**config.mk**
```make
export PLATFORM = sky130hd
export DESIGN_NAME = reg_loader_flat
export DESIGN_NICKNAME = d
export VERILOG_FILES = /design/src/rtl/reg_loader_pkg.sv /design/src/rtl/reg_loader_if.sv /design/src/rtl/reg_loader_timer.sv /design/src/rtl/reg_loader.sv /design/src/flat_wrapper.sv
export SDC_FILE = /design/constraint.sdc
export NUM_CORES = 1
export LEC_CHECK = 0
export CAP_MARGIN = 20
export CORE_MARGIN = 1.5
export CORE_UTILIZATION = 54
export CTS_CLUSTER_DIAMETER = 200
export DETAILED_ROUTE_END_ITERATION = 10
export HOLD_SLACK_MARGIN = 0.12
export PLACE_DENSITY = 0.8
export RECOVER_POWER = 25
export SLEW_MARGIN = 10
export SYNTH_ARGS = -nofsm -noshare
export SYNTH_HDL_FRONTEND = slang
export SYNTH_SLANG_ARGS = --single-unit
export TNS_END_PERCENT = 50
```
**constraint.sdc**
```tcl
create_clock -name clk -period 1.96 [get_ports clk]
set_input_delay 0.196 -clock clk [delete_from_list [all_inputs] [get_ports clk]]
set_output_delay 0.196 -clock clk [all_outputs]
set_load 0.01 [all_outputs]
```
**src/rtl/reg_loader_pkg.sv**
```systemverilog
// Shared types and constants for the byte-stream register loader.
package reg_loader_pkg;

    localparam int unsigned STATE_W   = 3;
    localparam int unsigned BYTE_W    = 8;
    localparam int unsigned ADDR_W    = 4;
    localparam int unsigned DATA_W    = 16;
    localparam int unsigned FRAME_LEN = 4;

    localparam logic [3:0] SYNC_NIBBLE = 4'hA;

    typedef enum logic [STATE_W-1:0] {
        IDLE    = 3'd0,
        GOT_HDR = 3'd1,
        GOT_HI  = 3'd2,
        GOT_LO  = 3'd3,
        WRITE   = 3'd4
    } state_t;

    // Fields of a frame collected before the checksum byte arrives
    typedef struct packed {
        logic [ADDR_W-1:0] addr;
        logic [BYTE_W-1:0] hi;
        logic [BYTE_W-1:0] lo;
    } frame_t;

    function automatic logic is_sync(input logic [BYTE_W-1:0] b);
        return b[7:4] == SYNC_NIBBLE;
    endfunction

endpackage

```
**src/rtl/reg_loader_if.sv**
```systemverilog
// Byte-stream input and register write bus of the loader.
// The loader takes the slave side; the byte source / observer takes master.
interface reg_loader_if #(
    parameter int unsigned NREG = 8
);
    logic [reg_loader_pkg::BYTE_W-1:0] in_data;
    logic                              in_valid;
    logic                              in_ready;
    logic [reg_loader_pkg::DATA_W-1:0] wr_data;
    logic [NREG-1:0]                   wr_en;
    logic                              frame_ok;
    logic                              frame_err;
    logic                              busy;

    modport master (
        output in_data, in_valid,
        input  in_ready, wr_data, wr_en, frame_ok, frame_err, busy
    );

    modport slave (
        input  in_data, in_valid,
        output in_ready, wr_data, wr_en, frame_ok, frame_err, busy
    );
endinterface

```
**src/rtl/reg_loader_timer.sv**
```systemverilog
// Inter-byte timeout counter for frames in flight.
module frame_timer #(
    parameter int unsigned TIMEOUT = 1000
) (
    input  logic clk,
    input  logic reset,
    input  logic clear,
    input  logic run,
    output logic expired
);
    localparam int unsigned CNT_W = (TIMEOUT > 2) ? $clog2(TIMEOUT) : 1;
    localparam logic [CNT_W-1:0] LIMIT = CNT_W'(TIMEOUT - 1);
    localparam logic [CNT_W-1:0] LAST  = CNT_W'(TIMEOUT - 2);

    logic [CNT_W-1:0] count;

    always_ff @(posedge clk) begin
        if (reset || clear) begin
            count <= '0;
        end else if (run && (count != LIMIT)) begin
            count <= count + CNT_W'(1);
        end
    end

    // Flags the edge on which the count would reach its limit; a clear on that edge wins
    assign expired = run && !clear && (count == LAST);

endmodule

```
**src/rtl/reg_loader.sv**
```systemverilog
// Assembles 4-byte frames from a byte stream, verifies them and strobes
// one register of the bank with the 16-bit payload.
module reg_loader
    import reg_loader_pkg::*;
#(
    parameter int unsigned NREG    = 8,
    parameter int unsigned TIMEOUT = 1000
) (
    input  logic        clk,
    input  logic        reset,
    reg_loader_if.slave bus
);
    state_t              state, state_d;
    frame_t              frame_q, frame_d;
    logic [DATA_W-1:0]   wr_data_q, wr_data_d;
    logic [NREG-1:0]     wr_en_q, wr_en_d;
    logic                ok_q, ok_d;
    logic                err_q, err_d;
    logic                in_ready;
    logic                accept;
    logic                run;
    logic                expired;
    logic                chk_good;
    logic                addr_ok;

    assign in_ready = (state != WRITE);
    assign accept   = bus.in_valid && in_ready;
    assign run      = (state == GOT_HDR) || (state == GOT_HI) || (state == GOT_LO);

    assign chk_good = (({SYNC_NIBBLE, frame_q.addr} ^ frame_q.hi ^ frame_q.lo ^ bus.in_data)
                       == 8'h00);
    assign addr_ok  = ({1'b0, frame_q.addr} < 5'(NREG));

    frame_timer #(.TIMEOUT(TIMEOUT)) u_timer (
        .clk     (clk),
        .reset   (reset),
        .clear   (accept || !run),
        .run     (run),
        .expired (expired)
    );

    always_ff @(posedge clk) begin
        if (reset) begin
            state     <= IDLE;
            frame_q   <= '0;
            wr_data_q <= '0;
            wr_en_q   <= '0;
            ok_q      <= 1'b0;
            err_q     <= 1'b0;
        end else begin
            state     <= state_d;
            frame_q   <= frame_d;
            wr_data_q <= wr_data_d;
            wr_en_q   <= wr_en_d;
            ok_q      <= ok_d;
            err_q     <= err_d;
        end
    end

    always_comb begin
        state_d   = state;
        frame_d   = frame_q;
        wr_data_d = wr_data_q;
        wr_en_d   = '0;
        ok_d      = 1'b0;
        err_d     = 1'b0;
        unique case (state)
            IDLE: begin
                // Non-sync bytes are swallowed without a flag
                if (accept && is_sync(bus.in_data)) begin
                    frame_d.addr = bus.in_data[3:0];
                    state_d      = GOT_HDR;
                end
            end
            GOT_HDR: begin
                if (accept) begin
                    frame_d.hi = bus.in_data;
                    state_d    = GOT_HI;
                end else if (expired) begin
                    err_d   = 1'b1;
                    state_d = IDLE;
                end
            end
            GOT_HI: begin
                if (accept) begin
                    frame_d.lo = bus.in_data;
                    state_d    = GOT_LO;
                end else if (expired) begin
                    err_d   = 1'b1;
                    state_d = IDLE;
                end
            end
            GOT_LO: begin
                if (accept) begin
                    if (chk_good && addr_ok) begin
                        wr_data_d = {frame_q.hi, frame_q.lo};
                        for (int unsigned i = 0; i < NREG; i++) begin
                            wr_en_d[i] = (frame_q.addr == 4'(i));
                        end
                        ok_d    = 1'b1;
                        state_d = WRITE;
                    end else begin
                        err_d   = 1'b1;
                        state_d = IDLE;
                    end
                end else if (expired) begin
                    err_d   = 1'b1;
                    state_d = IDLE;
                end
            end
            WRITE:   state_d = IDLE;
            default: state_d = IDLE;
        endcase
    end

    assign bus.in_ready  = in_ready;
    assign bus.busy      = (state != IDLE);
    assign bus.wr_data   = wr_data_q;
    assign bus.wr_en     = wr_en_q;
    assign bus.frame_ok  = ok_q;
    assign bus.frame_err = err_q;

endmodule

```
**src/flat_wrapper.sv**
```systemverilog
// flat-port wrapper written by rule: the top's interface ports become plain ports
module reg_loader_flat import reg_loader_pkg::*;
#(
    parameter int unsigned NREG    = 8,
    parameter int unsigned TIMEOUT = 1000
)
  (clk, reset, bus_in_data, bus_in_valid, bus_in_ready, bus_wr_data, bus_wr_en, bus_frame_ok, bus_frame_err, bus_busy);
  reg_loader_if #(.NREG(NREG)) bus_i ();
  input  logic clk;
  input  logic reset;
  input wire logic [$bits(bus_i.in_data)-1:0] bus_in_data;
  input wire logic [$bits(bus_i.in_valid)-1:0] bus_in_valid;
  output wire logic [$bits(bus_i.in_ready)-1:0] bus_in_ready;
  output wire logic [$bits(bus_i.wr_data)-1:0] bus_wr_data;
  output wire logic [$bits(bus_i.wr_en)-1:0] bus_wr_en;
  output wire logic [$bits(bus_i.frame_ok)-1:0] bus_frame_ok;
  output wire logic [$bits(bus_i.frame_err)-1:0] bus_frame_err;
  output wire logic [$bits(bus_i.busy)-1:0] bus_busy;
  assign bus_i.in_data = bus_in_data;
  assign bus_i.in_valid = bus_in_valid;
  assign bus_in_ready = bus_i.in_ready;
  assign bus_wr_data = bus_i.wr_data;
  assign bus_wr_en = bus_i.wr_en;
  assign bus_frame_ok = bus_i.frame_ok;
  assign bus_frame_err = bus_i.frame_err;
  assign bus_busy = bus_i.busy;
  reg_loader #(.NREG(NREG), .TIMEOUT(TIMEOUT)) u_core (.clk(clk), .reset(reset), .bus(bus_i));
endmodule
```
# Word-level counts from Yosys, hierarchy flattened
# Index checks and enable logic that the tools add are counted.
dict set report word_totals {
  reg_bits 59
  input_bits 11
  output_inout_bits 28
  word_cells 68
}
dict set report classes {
  n_addsub 1
  n_lt_le_gt_ge 1
  eq_ne 15
  n_mux 13
  bitwise_logic 6
  n_reduce_logical 23
}
# cell n
set ops {}
lappend ops {{XOR 8 bit} 3}
lappend ops {{2-to-1 mux 3 bit} 6}
lappend ops {{== test 4 x 3 -> 1 bit (second input constant)} 4}
lappend ops {{one-hot mux 3 bit (4 select lines)} 1}
lappend ops {{adder 10 x 1 -> 10 bit (second input constant)} 1}
lappend ops {{== test 10 bit (second input constant)} 1}
lappend ops {{inequality test 10 bit (second input constant)} 1}
lappend ops {{== test 4 x 2 -> 1 bit (second input constant)} 2}
lappend ops {{logical NOT 8 bit} 1}
lappend ops {{== test 3 x 2 -> 1 bit (second input constant)} 2}
lappend ops {{logical AND 1 bit} 6}
lappend ops {{AND reduction 2 bit} 3}
lappend ops {{2-to-1 mux 1 bit} 5}
lappend ops {{== test 4 x 1 -> 1 bit (second input constant)} 1}
lappend ops {{== test 4 bit (second input constant)} 1}
lappend ops {{logical NOT 4 bit} 1}
lappend ops {{logical OR 1 bit} 4}
lappend ops {{< comparator 4 bit (second input constant)} 1}
lappend ops {{OR reduction 4 bit} 1}
lappend ops {{== test 3 x 1 -> 1 bit (second input constant)} 1}
lappend ops {{logical NOT 3 bit} 1}
lappend ops {{inequality test 3 bit (second input constant)} 1}
lappend ops {{NOT 1 bit} 3}
lappend ops {{AND reduction 3 bit} 1}
lappend ops {{other kinds (6)} 7}

# Depth between registers and ports, before layout
dict set report depth {
  ltp_word 11
  mapped_depth 7
  mapped_depth_nobuf 6
}

# Hierarchy
# A second synthesis with hierarchy kept.
dict set report unflattened {
  hier_cells 293
  area_unflattened_um2 2667.6
}
# module instances cells_each area_each_um2 seq_area_each_um2
set modules_own_cells {}
lappend modules_own_cells {reg_loader 1 230 2119.5 980.9}
lappend modules_own_cells {frame_timer 1 63 548.0 200.2}

# Worst setup path after synthesis
# Ideal clock, no wire load.
dict set report synth_path {
  path_kind {register to register}
  from {reg u_core.state[0]}
  to {reg u_core.frame_q[16] (netlist bit)}
  setup_time_ns 0.128
  arrival_ns 1.610
  required_time_ns 1.832
  setup_slack_ns 0.222
  path_stages_with_launch 8
  path_buffers 2
  synth_period_minus_slack_ns 1.738
  cell_sequence {dfxtp_1 > buf_2 > or3b_2 > nand3_1 > or2_2 > clkbuf_1 > mux2i_1 > nor2_1}
}
dict set report synth_via {
  elab_chain_len 4
  word_cells_on_any_way 5
  cone_classes {1 x eq/ne; 4 x reduce/logical}
}
# item line
set synth_rtl {}
lappend synth_rtl {{start, declared} reg_loader.sv:13} ;# state_t state, state_d;
lappend synth_rtl {{start signal, assigned} reg_loader.sv:51} ;# state <= state_d;
lappend synth_rtl {{inequality test 3 bit} reg_loader.sv:26} ;# assign in_ready = (state != WRITE);
lappend synth_rtl {{via bus_in_ready} flat_wrapper.sv:13} ;# output wire logic [$bits(bus_i.in_ready)-1:0] bus_in_ready;
lappend synth_rtl {{logical AND 1 bit} reg_loader.sv:27} ;# assign accept = bus.in_valid && in_ready;
lappend synth_rtl {{logical AND 1 bit} reg_loader.sv:70} ;# if (accept && is_sync(bus.in_data)) begin
lappend synth_rtl {{AND reduction 2 bit (no source line)} n/a}
lappend synth_rtl {{end signal, assigned} reg_loader.sv:52} ;# frame_q <= frame_d;
lappend synth_rtl {{end, declared} reg_loader.sv:14} ;# frame_t frame_q, frame_d;
# The timed path passes the listed nets, and every way through them passes these cells.
# A chain may end at the register's enable or synchronous reset.

# Final worst setup path
dict set report layout_path {
  from {reg u_core.state[0]}
  to {out bus_in_ready}
}
dict set report layout_via {
  elab_chain_len 1
}
# item line
set layout_rtl {}
lappend layout_rtl {{inequality test 3 bit} reg_loader.sv:26}
lappend layout_rtl {{end, declared} flat_wrapper.sv:13}
# No other way between the ends.

==> flow_summary.ini <==
[sta]
rsz0062_at_grt = no
finalHoldViolCount = 0
setup_viol = 0
finClkSkew_ns = 0.00688
worst_pin_slew_ns = 0.521
maxSlewViolCount = 0
timing.fmax_ghz = 0.534
min_period_over_period = 0.955
fin_crit_ns = 1.87
slew_headroom = 0.644
holdWs_ns = 0.471

[placed_design]
place_congestion = 0.793
hpwl_um = 3620
port_buffers = 38
placed_cells = 385

[global_routing]
grt_pass1_vias = 1966
use_met2 = 0.360
overflow = 0
grt_pass1_wl_um = 8980
grt_max_degree = 55
grtUsageTotal = 0.222
met3_usage = 0.0414
gr-max-usage-layer = met2
gr-usage-met1 = 0.280
antenna_found_initial = 0

[setup_path]
startpoint_type = flop
cp_data_required_time_ns = 1.76
crit_start = u_core.state[0]$_SDFFE_PP0P_
criticalPathCategory = flop to primary output
regToRegStartpoint = u_core.state[2]$_SDFFE_PP0P_
setup.worst_path.end_class = primary output
arrival_ns = 1.68
crit_path_max_fanout = 4

[clocking]
clock_path_buffers = 2
h-tree-depth = 3
cts_root_buf = clkbuf_8
cts_buffers = 9
cts_tree = yes
clk_latency_ns = 0.34
cts.sinks = 59
hold_buffers = 0
path_clk_slew_ns = 0.07

[outcome]
outcome = finished clean

[die]
die_height_um = 73.2
core-area_um2 = 4720
initial_utilization = 0.564
io_pins = 39
die_x_um = 73.2
rows = 25
die-area_um2 = 5360

[power_and_ir_drop]
ir_drop_mv = 0.635
p_clk_frac = 0.513
p_int_w = 0.00221
leakage_nw = 1.43
power.switching_w = 0.000520
p_sw_frac = 0.190
p_per_area_nw_per_um2 = 784
p_seq_frac = 0.441
power_frac_comb = 0.046

[route]
vias = 2067
first_pass_iters = 4
finalWirelength_um = 5450
drt_iter0_markers = 114
wire_per_inst_um = 13.6
drt.antenna.violating_nets = 0
remaining_drc_errors = 0
routed_via_density = 5.15

[synthesis]
synth_ff_type = dfxtp_1
async_reset_ff_frac = 0
synthCells = 276
synth_edf_count = 0
syn_area_um2 = 2660
synth_fp_nets = 289
synth_largest_area_cell = dfxtp_1
synth_seq_area_share = 0.443
synth_area_leaders = dfxtp_1 (44%), mux2i_1 (14%), nand2b_1 (7.5%)
yosys_warnings = 0
synth_top_area_frac = 0.443
syn_avg_cell_area_um2 = 9.65
synth.distinct_cells = 41
ys_ff_latch = 59

[cells_and_area]
area_growth_pct = 30.9
stdcell_count = 401
diodes = 0
layout-drive-gt1-share = 0.129
final_nets = 342
utilization = 0.738

[min_path]
worstHoldStart = u_core.bus.wr_data[13]$_SDFFE_PP0P_
hold_path.class = flop to flop

[flow_run]
cap_violations = 0
## state kept, by name, summed over array words and instances, names as in the netlist
name,flops
u_core.frame_q,20
u_core.bus.wr_data,16
u_core.u_timer.count,10
u_core.bus.wr_en,8
u_core.state,3
u_core.bus.frame_err,1
u_core.bus.frame_ok,1
## per-stage QoR
step                      area, um^2  power (W)  setup TNS, ns  setup WS, ns
final                           3490    0.00273              0        0.0890
after global routing            3490    0.00281              0        0.0206
after CTS                       3480    0.00275              0        0.0361
after detailed placement        3220    0.00136         -0.951       -0.0560
after global placement          3220    0.00135         -0.249       -0.0437
after floorplan                 2660    0.00130              0         0.222
## worst max-delay path, cell delays in order (launching register included)
cell             delay (ns)
dfxtp_1                0.33
or3b_2                 0.51
clkdlybuf4s50_1        0.50
## per-layer routing
metal | wire (um) | vias up
met5 | 0 | -
met4 | 95 | 0
met3 | 171 | 8
met2 | 2660 | 38
met1 | 2530 | 976
li1 | - | 1045
## layout make-up
class,instances,area (um^2)
Clock buffer,12,165
Fill cell,357,1240
Tap cell,67,83.8
Timing Repair Buffer,58,558
Clock inverter,4,95.1
Inverter,3,11.3
Sequential cell,59,1180
Multi-Input combinational cell,198,1390
## logic make-up after synthesis
| group | Yosys count | share of synthesized area |
|---|---|---|
| xor gates and xnor gates | 29 | 0.0953 |
| AOI/OAI and AO/OA | 14 | 0.0404 |
| adders and majority gates | 2 | 0.00939 |
| DFF | 59 | 0.443 |
| and+or+nand+nor | 117 | 0.242 |
| buffers and inverters | 19 | 0.0338 |
| muxes | 36 | 0.135 |
## synth_stat cells, types with 2 or more instances
cell,n
nor2_1,38
nor3_1,6
mux2i_1,36
nand2b_1,32
inv_1,3
nand4_1,5
a21oi_1,2
nor2b_1,2
nor3b_1,2
clkbuf_1,8
or3_1,2
nand2_1,10
buf_2,6
ha_1,2
nor4_1,4
dfxtp_1,59
xor2_1,10
xnor2_1,19
or2_2,2
a211oi_1,3
nand3_1,5
## path summary, 6_finish.rpt
check / to / slack, ns / cells past startpoint
worst min register to register: u_core.bus.wr_data[13]$_SDFFE_PP0P_ / 0.47 / 2
worst min-delay path: u_core.bus.wr_data[13]$_SDFFE_PP0P_ / 0.47 / 2
worst max register to register: u_core.u_timer.count[7]$_SDFFE_PP0P_ / 0.22 / 6
worst max-delay path: bus_in_ready / 0.09 / 2
## power by group through the flow
| stage | clock [W] | sequential [W] | combinational (W) |
|---|---|---|---|
| floorplan | 0 | 0.00123 | 0.0000679 |
| global placement | 0 | 0.00123 | 0.000123 |
| detailed placement | 0 | 0.00123 | 0.000125 |
| CTS | 0.00142 | 0.00121 | 0.000126 |
| global route | 0.00147 | 0.00120 | 0.000136 |
| finish | 0.00140 | 0.00121 | 0.000126 |
## repair_timing
item	in CTS	in global routing
setup endpoints to repair	0	1
setup buffers	0	0
gates resized for setup	0	1
## cell usage in the layout (no fill, tap or decap), types with 5 or more instances in the layout
| master | synthesis | layout |
|---|---|---|
| clkdlybuf4s50_1 | 0 | 16 |
| nor3_1 | 6 | 6 |
| xnor2_1 | 19 | 19 |
| nand4_1 | 5 | 5 |
| dfxtp_1 | 59 | 59 |
| nand2b_1 | 32 | 32 |
| clkbuf_8 | 0 | 12 |
| xor2_1 | 10 | 10 |
| dlygate4sd3_1 | 0 | 21 |
| nor2_1 | 38 | 38 |
| nand2_1 | 10 | 10 |
| nand3_1 | 5 | 5 |
| buf_4 | 1 | 18 |
| mux2i_1 | 36 | 36 |
No activity file was read; power rests on OpenSTA's default activity.
